$ cat config.mk
export PLATFORM = sky130hd
export DESIGN_NAME = ones_count_sequencer
export DESIGN_NICKNAME = d
export VERILOG_FILES = /design/src/rtl/ones_count_sequencer.sv
export SDC_FILE = /design/constraint.sdc
export NUM_CORES = 1
export LEC_CHECK = 0
export ABC_AREA = 1
export CAP_MARGIN = 5
export CORE_AREA = 10 10 77 79
export DETAILED_ROUTE_END_ITERATION = 8
export DIE_AREA = 0 0 87 89
export GPL_ROUTABILITY_DRIVEN = 0
export PLACE_DENSITY = 0.58
export SYNTH_ARGS = -nofsm -noshare
export SYNTH_HDL_FRONTEND = slang
export SYNTH_SLANG_ARGS = --single-unit
$ cat constraint.sdc
create_clock -name clk -period 1.3 [get_ports clk]
set_input_delay 0.26 -clock clk [delete_from_list [all_inputs] [get_ports clk]]
set_output_delay 0.26 -clock clk [all_outputs]
set_load 0.02 [all_outputs]
$ cat src/rtl/ones_count_sequencer.sv
`default_nettype none
// ============================================================================
// Module      : ones_count_sequencer
// Description : Sequences a 3-input ones-counter cell (a,b,c -> {y1,y0}).
//               A WIDTH-bit word is accepted over valid/ready and cut into
//               3-bit groups (top group zero-padded). Each group is driven
//               onto the cell, held for SETTLE+1 edges so the cell output
//               settles, then sampled. The samples are summed and the total
//               ones count is returned over valid/ready.
// Revision    : 1.0 - initial release
// ----------------------------------------------------------------------------
// Parameters
//   WIDTH   input word width (>= 3)
//   SETTLE  cycles a group is held before it is sampled (>= 1)
// Optional feature
//   ONES_CHECK_EN  when defined, adds a sticky err output that is set when
//                  a sampled cell result disagrees with the popcount of the
//                  group being driven. When undefined, no err port exists.
// Ports
//   clk        in   1      clock, rising edge
//   rst        in   1      synchronous reset, active-high
//   in_valid   in   1      word offered
//   in_ready   out  1      sequencer can accept a word (IDLE only)
//   in_data    in   WIDTH  word to count
//   cnt_a      out  1      cell input a: group bit 3k
//   cnt_b      out  1      cell input b: group bit 3k+1
//   cnt_c      out  1      cell input c: group bit 3k+2
//   cnt_y1     in   1      cell result MSB
//   cnt_y0     in   1      cell result LSB
//   out_valid  out  1      out_count valid
//   out_ready  in   1      consumer takes the result
//   out_count  out  CW     total ones in the word, CW = $clog2(WIDTH+1)
//   busy       out  1      high while a group is being driven or sampled
//   err        out  1      sticky cell mismatch flag (ONES_CHECK_EN only)
// ============================================================================
module ones_count_sequencer #(
  parameter int WIDTH  = 12,
  parameter int SETTLE = 2
) (
  input  logic                       clk,
  input  logic                       rst,
  input  logic                       in_valid,
  output logic                       in_ready,
  input  logic [WIDTH-1:0]           in_data,
  output logic                       cnt_a,
  output logic                       cnt_b,
  output logic                       cnt_c,
  input  logic                       cnt_y1,
  input  logic                       cnt_y0,
  output logic                       out_valid,
  input  logic                       out_ready,
  output logic [$clog2(WIDTH+1)-1:0] out_count,
  output logic                       busy
`ifdef ONES_CHECK_EN
  ,
  output logic                       err
`endif
);

  // --------------------------------------------------------------------------
  // Derived sizes
  // --------------------------------------------------------------------------
  localparam int G  = (WIDTH + 2) / 3;                     // number of groups
  localparam int CW = $clog2(WIDTH + 1);                   // count width
  localparam int PW = 3 * G;                               // padded width
  localparam int IW = (G > 1) ? $clog2(G) : 1;             // group index width
  localparam int SW = (SETTLE > 1) ? $clog2(SETTLE) : 1;   // settle counter width

  typedef enum logic [1:0] {
    S_IDLE   = 2'd0,
    S_WAIT   = 2'd1,
    S_SAMPLE = 2'd2,
    S_DONE   = 2'd3
  } state_t;

  // --------------------------------------------------------------------------
  // State
  // --------------------------------------------------------------------------
  state_t          state_q,     state_d;
  logic [PW-1:0]   shift_q,     shift_d;     // groups still to be driven
  logic [2:0]      grp_q,       grp_d;       // group on the cell, {c,b,a}
  logic [SW-1:0]   settle_q,    settle_d;
  logic [IW-1:0]   idx_q,       idx_d;
  logic [CW-1:0]   acc_q,       acc_d;
  logic [CW-1:0]   count_q,     count_d;
  logic            in_ready_q,  in_ready_d;
  logic            out_valid_q, out_valid_d;
  logic            busy_q,      busy_d;

  logic [PW-1:0]   w_padded;
  logic [CW-1:0]   w_sample;
  logic            w_last;

  // Zero-extension pads the top group when WIDTH is not a multiple of 3.
  assign w_padded = PW'(in_data);
  // The cell result is taken as an unsigned 0..3 value; 2'b11 counts as 3
  // and X/Z on the cell pins flows straight into the sum.
  assign w_sample = CW'({cnt_y1, cnt_y0});
  assign w_last   = (idx_q == IW'(G - 1));

`ifdef ONES_CHECK_EN
  logic       err_q, err_d;
  logic [1:0] w_grp_ones;

  assign w_grp_ones = {1'b0, grp_q[0]} + {1'b0, grp_q[1]} + {1'b0, grp_q[2]};
`endif

  // --------------------------------------------------------------------------
  // Next-state and registered-output logic
  // --------------------------------------------------------------------------
  always_comb begin
    state_d  = state_q;
    shift_d  = shift_q;
    grp_d    = grp_q;
    settle_d = settle_q;
    idx_d    = idx_q;
    acc_d    = acc_q;
    count_d  = count_q;
`ifdef ONES_CHECK_EN
    err_d    = err_q;
`endif

    case (state_q)
      S_IDLE: begin
        if (in_valid && in_ready_q) begin
          // Group 0 goes straight onto the cell; the shift register keeps
          // the groups that follow it, lowest group in the low bits.
          grp_d    = w_padded[2:0];
          shift_d  = w_padded >> 3;
          acc_d    = '0;
          idx_d    = '0;
          settle_d = SW'(SETTLE - 1);
          state_d  = S_WAIT;
        end
      end

      S_WAIT: begin
        // Loading SETTLE-1 and sampling on the edge after the counter hits
        // zero gives exactly SETTLE+1 edges of hold before each sample.
        if (settle_q == '0) begin
          state_d = S_SAMPLE;
        end else begin
          settle_d = settle_q - 1'b1;
        end
      end

      S_SAMPLE: begin
        acc_d = acc_q + w_sample;
`ifdef ONES_CHECK_EN
        if ({cnt_y1, cnt_y0} != w_grp_ones) begin
          err_d = 1'b1;
        end
`endif
        if (w_last) begin
          count_d = acc_q + w_sample;
          grp_d   = 3'b000;
          state_d = S_DONE;
        end else begin
          grp_d    = shift_q[2:0];
          shift_d  = shift_q >> 3;
          settle_d = SW'(SETTLE - 1);
          idx_d    = idx_q + 1'b1;
          state_d  = S_WAIT;
        end
      end

      S_DONE: begin
        if (out_ready) begin
          state_d = S_IDLE;
        end
      end

      default: begin
        state_d = S_IDLE;
      end
    endcase

    // Handshake flags are registered copies decoded from the next state, so
    // there is no combinational path from out_ready to in_ready.
    in_ready_d  = (state_d == S_IDLE);
    out_valid_d = (state_d == S_DONE);
    busy_d      = (state_d == S_WAIT) || (state_d == S_SAMPLE);
  end

  // --------------------------------------------------------------------------
  // State register
  // --------------------------------------------------------------------------
  always_ff @(posedge clk) begin
    if (rst) begin
      state_q     <= S_IDLE;
      shift_q     <= '0;
      grp_q       <= 3'b000;
      settle_q    <= '0;
      idx_q       <= '0;
      acc_q       <= '0;
      count_q     <= '0;
      in_ready_q  <= 1'b1;
      out_valid_q <= 1'b0;
      busy_q      <= 1'b0;
`ifdef ONES_CHECK_EN
      err_q       <= 1'b0;
`endif
    end else begin
      state_q     <= state_d;
      shift_q     <= shift_d;
      grp_q       <= grp_d;
      settle_q    <= settle_d;
      idx_q       <= idx_d;
      acc_q       <= acc_d;
      count_q     <= count_d;
      in_ready_q  <= in_ready_d;
      out_valid_q <= out_valid_d;
      busy_q      <= busy_d;
`ifdef ONES_CHECK_EN
      err_q       <= err_d;
`endif
    end
  end

  // --------------------------------------------------------------------------
  // Outputs
  // --------------------------------------------------------------------------
  assign in_ready  = in_ready_q;
  assign out_valid = out_valid_q;
  assign out_count = count_q;
  assign busy      = busy_q;
  assign cnt_a     = grp_q[0];
  assign cnt_b     = grp_q[1];
  assign cnt_c     = grp_q[2];
`ifdef ONES_CHECK_EN
  assign err       = err_q;
`endif

endmodule
`default_nettype wire

* Word level (Yosys, flattened, before mapping)
Index checks and enable logic that the tools add are counted.
** Word-level totals
- Register bits :: 31
- Bits in latches :: 0
- Memory bits (writable) :: 0
- ROM bits :: 0
- Input bits :: 18
- Output and inout bits :: 10
- Word-level logic and storage cells :: 52
- Memories :: 0
** Cells by class
- $add $sub $neg :: 3
- $mul :: 0
- Divide/modulo/power cells :: 0
- $lt $le $gt $ge :: 0
- Equal/unequal tests :: 9
- Shift operators :: 0
- Multiplexer cells :: 20
- Bitwise operators :: 0
- Reductions and logical operators :: 10
** Operators with widths (number)
- 12-bit two-way mux :: 2
- 12-bit case mux with 2 select lines :: 1
- 2-bit two-way mux :: 6
- 2-bit equality test, second input constant :: 5
- 2-bit case mux with 4 select lines :: 1
- 4-bit case mux with 2 select lines :: 1
- 3-bit two-way mux :: 2
- 3-bit case mux with 2 select lines :: 1
- 3-bit AND reduction :: 2
- 4-bit by 2-bit adder with 4-bit output :: 1
- 2-bit by 1-bit equality test with 1-bit output, second input constant :: 2
- 2-bit zero test :: 2
- 4-bit two-way mux :: 1
- 2-bit != test, second input constant :: 2
- 2-bit case mux with 2 select lines :: 1
- 2-bit AND reduction :: 2
- 1-bit two-way mux :: 3
- 1-bit case mux with 3 select lines :: 1
- 3-bit nonzero test :: 1
- 2-bit by 1-bit adder with 2-bit output, second input constant :: 1
- 2-bit nonzero test :: 1
- 1-bit logical AND :: 1
- 1-bit logical OR :: 1
- 1-bit subtractor, second input constant :: 1

* Depth between registers and ports, before layout
- Word-level depth :: 5
- Mapped depth :: 8
- Gate-level depth less buffers :: 8

* Worst setup path before layout
No wires, ideal clock.
- Path type :: reg-to-reg
- Start point :: register acc_q[0]
- End point :: register acc_q[2]
- Library setup time :: 70 ps
- Data arrival time :: 1206 ps
- Required time :: 1230 ps
- Setup slack :: 23 ps
- Cell stages (with the launch flop) :: 6
- Buffers on the path :: 0
- Period minus slack after synthesis :: 1277 ps
- Cells stage by stage :: dfxtp_1 > ha_1 > fa_1 > xor2_1 > nand2_1 > a21oi_1
** On the way
- Longest elaborated chain between the ends :: 2
** RTL lines
- from (decl) :: RTL line 84 : logic [CW-1:0] acc_q, acc_d;
- from (signal assigned) :: RTL line 195 : acc_q <= '0;
- from (signal assigned) :: RTL line 209 : acc_q <= acc_d;
- 4-bit by 2-bit adder with 4-bit output :: RTL line 148 : acc_d = acc_q + w_sample;
- 4-bit case mux with 2 select lines :: RTL line 123 : case (state_q)
No other way between the ends.
A chain may end at the register's enable or synchronous reset.

* Worst setup path in the final report
- Start point :: register acc_q[0]
- End point :: register count_q[1] (netlist: out_count[1])
** On the way
- Longest elaborated chain between the ends :: 1
** RTL lines
- 4-bit by 2-bit adder with 4-bit output :: RTL line 155 : count_d = acc_q + w_sample;
- to (signal assigned) :: RTL line 210 : count_q <= count_d;
- to (decl) :: RTL line 85 : logic [CW-1:0] count_q, count_d;
No other way between the ends.

==> impl_results.html <==
<table>
<tr><th>Metric</th><th>Value</th></tr>
<tr><th colspan="2">Place</th></tr>
<tr><td>Cell Area, Placed</td><td>0.001673 mm²</td></tr>
<tr><td>Post-DP HPWL</td><td>2.179 mm</td></tr>
<tr><td>Worst slack at placement</td><td>-0.4089 ns</td></tr>
<tr><td># port buffers</td><td>27</td></tr>
<tr><th colspan="2">Power and ir drop</th></tr>
<tr><td>Logic pwr share</td><td>0.237</td></tr>
<tr><td>P per Cell Area</td><td>1147 mW/mm²</td></tr>
<tr><td>Maximum resistive drop on vdd</td><td>0.5159 mV</td></tr>
<tr><td>Part of the power in registers</td><td>0.491</td></tr>
<tr><td>Internal power summed over all cells</td><td>0.001426 W</td></tr>
<tr><td>Switching power total</td><td>0.0005833 W</td></tr>
<tr><td>Leak Pwr</td><td>0.8143 nW</td></tr>
<tr><td>Switching power as a share of total power</td><td>0.2904</td></tr>
<tr><td>Clock network power share</td><td>0.271</td></tr>
<tr><th colspan="2">Route</th></tr>
<tr><td>Final wirelength</td><td>2.863 mm</td></tr>
<tr><td>Via count normalized by instance count</td><td>4.248</td></tr>
<tr><td>Via count</td><td>1164</td></tr>
<tr><td>Number of detailed-route iterations in the first pass</td><td>4</td></tr>
<tr><td>Wire length per cell after detailed routing</td><td>10.45 µm</td></tr>
<tr><td>ANT nets after route</td><td>0</td></tr>
<tr><td>Number of design rule violations left after detail routing</td><td>0</td></tr>
<tr><td>DR iter-0 viols</td><td>59</td></tr>
<tr><th colspan="2">Critical path</th></tr>
<tr><td>Worst Path Buf+Inv</td><td>0</td></tr>
<tr><td>Chain of cells forming the critical path</td><td>ha_4 -&gt; fa_2 -&gt; nand2_1 -&gt; a21oi_2</td></tr>
<tr><td>Largest fanout of any net on the critical path</td><td>2</td></tr>
<tr><td>CP max-delay cell</td><td>fa_2</td></tr>
<tr><td>Critical Path End Type</td><td>flop</td></tr>
<tr><td>Required time at the worst-slack endpoint</td><td>1.52 ns</td></tr>
<tr><td>Path type of the worst setup path</td><td>flop to flop</td></tr>
<tr><td>Worst R2R Path Depth</td><td>4</td></tr>
<tr><td>Kind of launch point of the worst setup path</td><td>flop</td></tr>
<tr><td>Crit path depth</td><td>4</td></tr>
<tr><td>Delay of the slowest cell on the worst path</td><td>0.53 ns</td></tr>
<tr><td>Setup slack on the worst flop-to-flop path</td><td>0.01 ns</td></tr>
<tr><td>Endpoint arrival time on the critical path</td><td>1.51 ns</td></tr>
<tr><td>Delay-heaviest family, CP</td><td>adder cells</td></tr>
<tr><th colspan="2">STA</th></tr>
<tr><td>Final worst clock skew</td><td>0.002180 ns</td></tr>
<tr><td>Setup repair after global routing missed its margin</td><td>yes</td></tr>
<tr><td>Minimum setup slack in the final design</td><td>0.01352 ns</td></tr>
<tr><td>Maximum achievable frequency</td><td>777.3 MHz</td></tr>
<tr><td>Final Max Slew Viols</td><td>0</td></tr>
<tr><td>Setup total negative slack</td><td>0 ns</td></tr>
<tr><td>Final worst path period share</td><td>0.9896</td></tr>
<tr><td>Number of setup violations in the final report</td><td>0</td></tr>
<tr><td>Headroom to the max-slew limit</td><td>0.8534</td></tr>
<tr><td>Final Hold Violating Endpoints</td><td>0</td></tr>
<tr><td>Transition time of the tightest slew-check pin</td><td>0.2195 ns</td></tr>
<tr><td>Post-route minimum period</td><td>1.286 ns</td></tr>
<tr><th colspan="2">Synthesis</th></tr>
<tr><td>Unique masters post-synth</td><td>20</td></tr>
<tr><td>Share of the yosys chip area belonging to registers</td><td>0.4414</td></tr>
<tr><td>Mean instance size in the synthesized netlist</td><td>6.940 µm²</td></tr>
<tr><td>Total nets after synthesis</td><td>205</td></tr>
<tr><td>#FFs+latches synth</td><td>28</td></tr>
<tr><td>Number of standard cells after synthesis</td><td>183</td></tr>
<tr><td>Number of warnings reported in the yosys synthesis log</td><td>0</td></tr>
<tr><td>Combined area of all synthesized cells</td><td>0.001270 mm²</td></tr>
<tr><th colspan="2">Final layout</th></tr>
<tr><td>Number of antenna repair diodes</td><td>0</td></tr>
<tr><td>Share of the core filled with cells in the final layout</td><td>0.3862</td></tr>
<tr><td>Cell area after layout</td><td>0.001752 mm²</td></tr>
<tr><td>Fraction of final layout cells sized beyond drive strength 1</td><td>0.1318</td></tr>
<tr><td>Fillcell total</td><td>491</td></tr>
<tr><td>Nets</td><td>243</td></tr>
<tr><td>Area overhead of the layout relative to synthesis</td><td>37.93%</td></tr>
<tr><th colspan="2">Clock network</th></tr>
<tr><td>Number of clock buffers inserted by TritonCTS</td><td>3</td></tr>
<tr><td>Total of hold buffers inserted after clock tree synthesis</td><td>0</td></tr>
<tr><td>Clock tree sinks</td><td>28</td></tr>
<tr><td>Number of H-tree levels</td><td>1</td></tr>
<tr><td>Clock Latency Late Sink</td><td>0.28 ns</td></tr>
<tr><td>CTS Root Buffer Type</td><td>clkbuf_8</td></tr>
<tr><td>Clk slew on worst S/H paths</td><td>0.09 ns</td></tr>
<tr><td>Max Buffers Root-to-Sink</td><td>2</td></tr>
<tr><td>CTS tree</td><td>done</td></tr>
<tr><th colspan="2">Floorplanning</th></tr>
<tr><td>Core ar.</td><td>0.004536 mm²</td></tr>
<tr><td>Area of the die</td><td>0.007743 mm²</td></tr>
<tr><td>Standard-cell row count</td><td>25</td></tr>
<tr><td>Die W</td><td>87 µm</td></tr>
<tr><td>Effective utilization at floorplan</td><td>0.2800</td></tr>
<tr><td>Ports placed on the boundary</td><td>28</td></tr>
<tr><td>Height of the die</td><td>89 µm</td></tr>
<tr><th colspan="2">GRT</th></tr>
<tr><td>Overall Global Routing Usage</td><td>0.07611</td></tr>
<tr><td>Antenna violations before repair</td><td>0</td></tr>
<tr><td>Global-route met3 utilization</td><td>0.03555</td></tr>
<tr><td>Met2 usage in global routing</td><td>0.1219</td></tr>
<tr><td>Global-route track usage on met1</td><td>0.09009</td></tr>
<tr><td>Maximum number of pins on one net before global-route repair</td><td>19</td></tr>
<tr><td>Grt total ovfl</td><td>0</td></tr>
<tr><td>Global-route layer with the greatest usage</td><td>met2</td></tr>
<tr><td>Number of global-route vias before repair</td><td>1074</td></tr>
<tr><td>First-pass GRT wire length</td><td>4.830 mm</td></tr>
<tr><th colspan="2">Min path</th></tr>
<tr><td>Worst min-delay path category</td><td>flop to flop</td></tr>
<tr><td>Number of cells on the worst hold path</td><td>2</td></tr>
<tr><th colspan="2">Flow run</th></tr>
<tr><td>Max-Cap Viols</td><td>0</td></tr>
<tr><th colspan="2">Status</th></tr>
<tr><td>Status</td><td>complete, no violations</td></tr>
</table>
state kept, by name (all words and copies together) (netlist names):
signal and cells:
state_q 2, idx_q 2, acc_q 4, settle_q 1, busy 1, in_ready 1
grp_q 3, out_count 4, shift_q 9, out_valid 1
per-layer routing:
layer	wire length [µm]	vias up
met1	1321	496
met2	1285	23
met4	21	0
met3	234	5
met5	0	-
li1	-	640
power groups by stage:
stage	Sequential [W]	Combinational, W	Clock [W]
floorplan	0.00103	0.000270	0
global placement	0.00100	0.000494	0
detailed placement	0.00101	0.000491	0
CTS	0.000987	0.000480	0.000573
global route	0.000997	0.000544	0.000609
finish	0.000986	0.000477	0.000545
layout by cell type (no fill, tap or decap):
master,synthesis,layout
a21oi_1,13,11
a21oi_2,0,2
a21oi_4,1,1
buf_12,0,1
buf_4,1,10
clkbuf_8,0,4
clkdlybuf4s50_1,0,16
dfxtp_1,28,26
dfxtp_2,0,2
dlygate4sd2_1,0,11
fa_2,0,1
ha_1,3,2
ha_4,0,1
inv_1,16,15
inv_2,3,4
nand2_1,67,67
nand2_4,0,1
nand3_1,8,8
nand3_2,1,1
nand3b_1,1,1
nor2_1,22,22
nor3_1,1,1
o21a_1,1,1
o21ai_0,10,10
xor2_2,0,1
cell families (layout without fill, tap and decap cells):
logic type      count (synthesis)  after routing  synth area share
compound gates                 25             25            0.1094
xor+xnor                        1              1          0.006898
fa+ha+maj                       4              4           0.04532
buf+inv                        24             61           0.07981
flops                          28             28            0.4414
simple gates                  101            101            0.3172
synth_stat cells, drive strengths merged:
| master | instances | area (µm²) |
|---|---|---|
| dfxtp | 28 | 560.5 |
| nand3 | 9 | 50.05 |
| inv | 19 | 71.32 |
| ha | 3 | 37.54 |
| a21oi | 14 | 81.33 |
| buf | 2 | 18.77 |
| xor2 | 1 | 8.760 |
| fa | 1 | 20.02 |
| o21ai | 10 | 50.05 |
| o21a | 1 | 7.510 |
| nor2 | 22 | 82.58 |
| nand2 | 68 | 257.8 |
| nand3b | 1 | 7.510 |
| clkbuf | 3 | 11.26 |
| nor3 | 1 | 5.000 |
area by class of cell:
class,count,area (µm²),share of cell area
multi-input cells,131,643.1,0.3671
flip-flops and latches,28,563.0,0.3214
repair buffers,38,351.6,0.2007
inverters,19,71.32,0.04071
well taps,54,67.56,0.03857
clock buffers,4,55.05,0.03143
per-stage QoR:
| stage | hold slack (ns) | std cells | total power, W |
|---|---|---|---|
| after floorplan | 0.4077 | 183 | 0.001298 |
| after detailed placement | 0.4545 | 270 | 0.001497 |
| final | 0.4639 | 274 | 0.002009 |
| after global placement | 0.4518 | 270 | 0.001499 |
| after global routing | 0.4859 | 274 | 0.002150 |
| after CTS | 0.4672 | 274 | 0.002040 |
final timing paths:
path / to / from
worst max register to register: out_count[1] / acc_q[0]
worst min-delay path: out_count[0] / out_count[0]
worst max-delay path: out_count[1] / acc_q[0]
worst min register to register: out_count[0] / out_count[0]
worst min-delay path: stages (launching register included):
cell     delay (ns)
dfxtp_1        0.32
nand2_1        0.06
a21oi_1        0.05
timing repair:
item | CTS | global route
setup buffers | 0 | 0
setup endpoints to repair | 14 | 13
pin swaps | 5 | 1
resized for setup | 15 | 6
No activity file was read; power rests on OpenSTA's default activity.
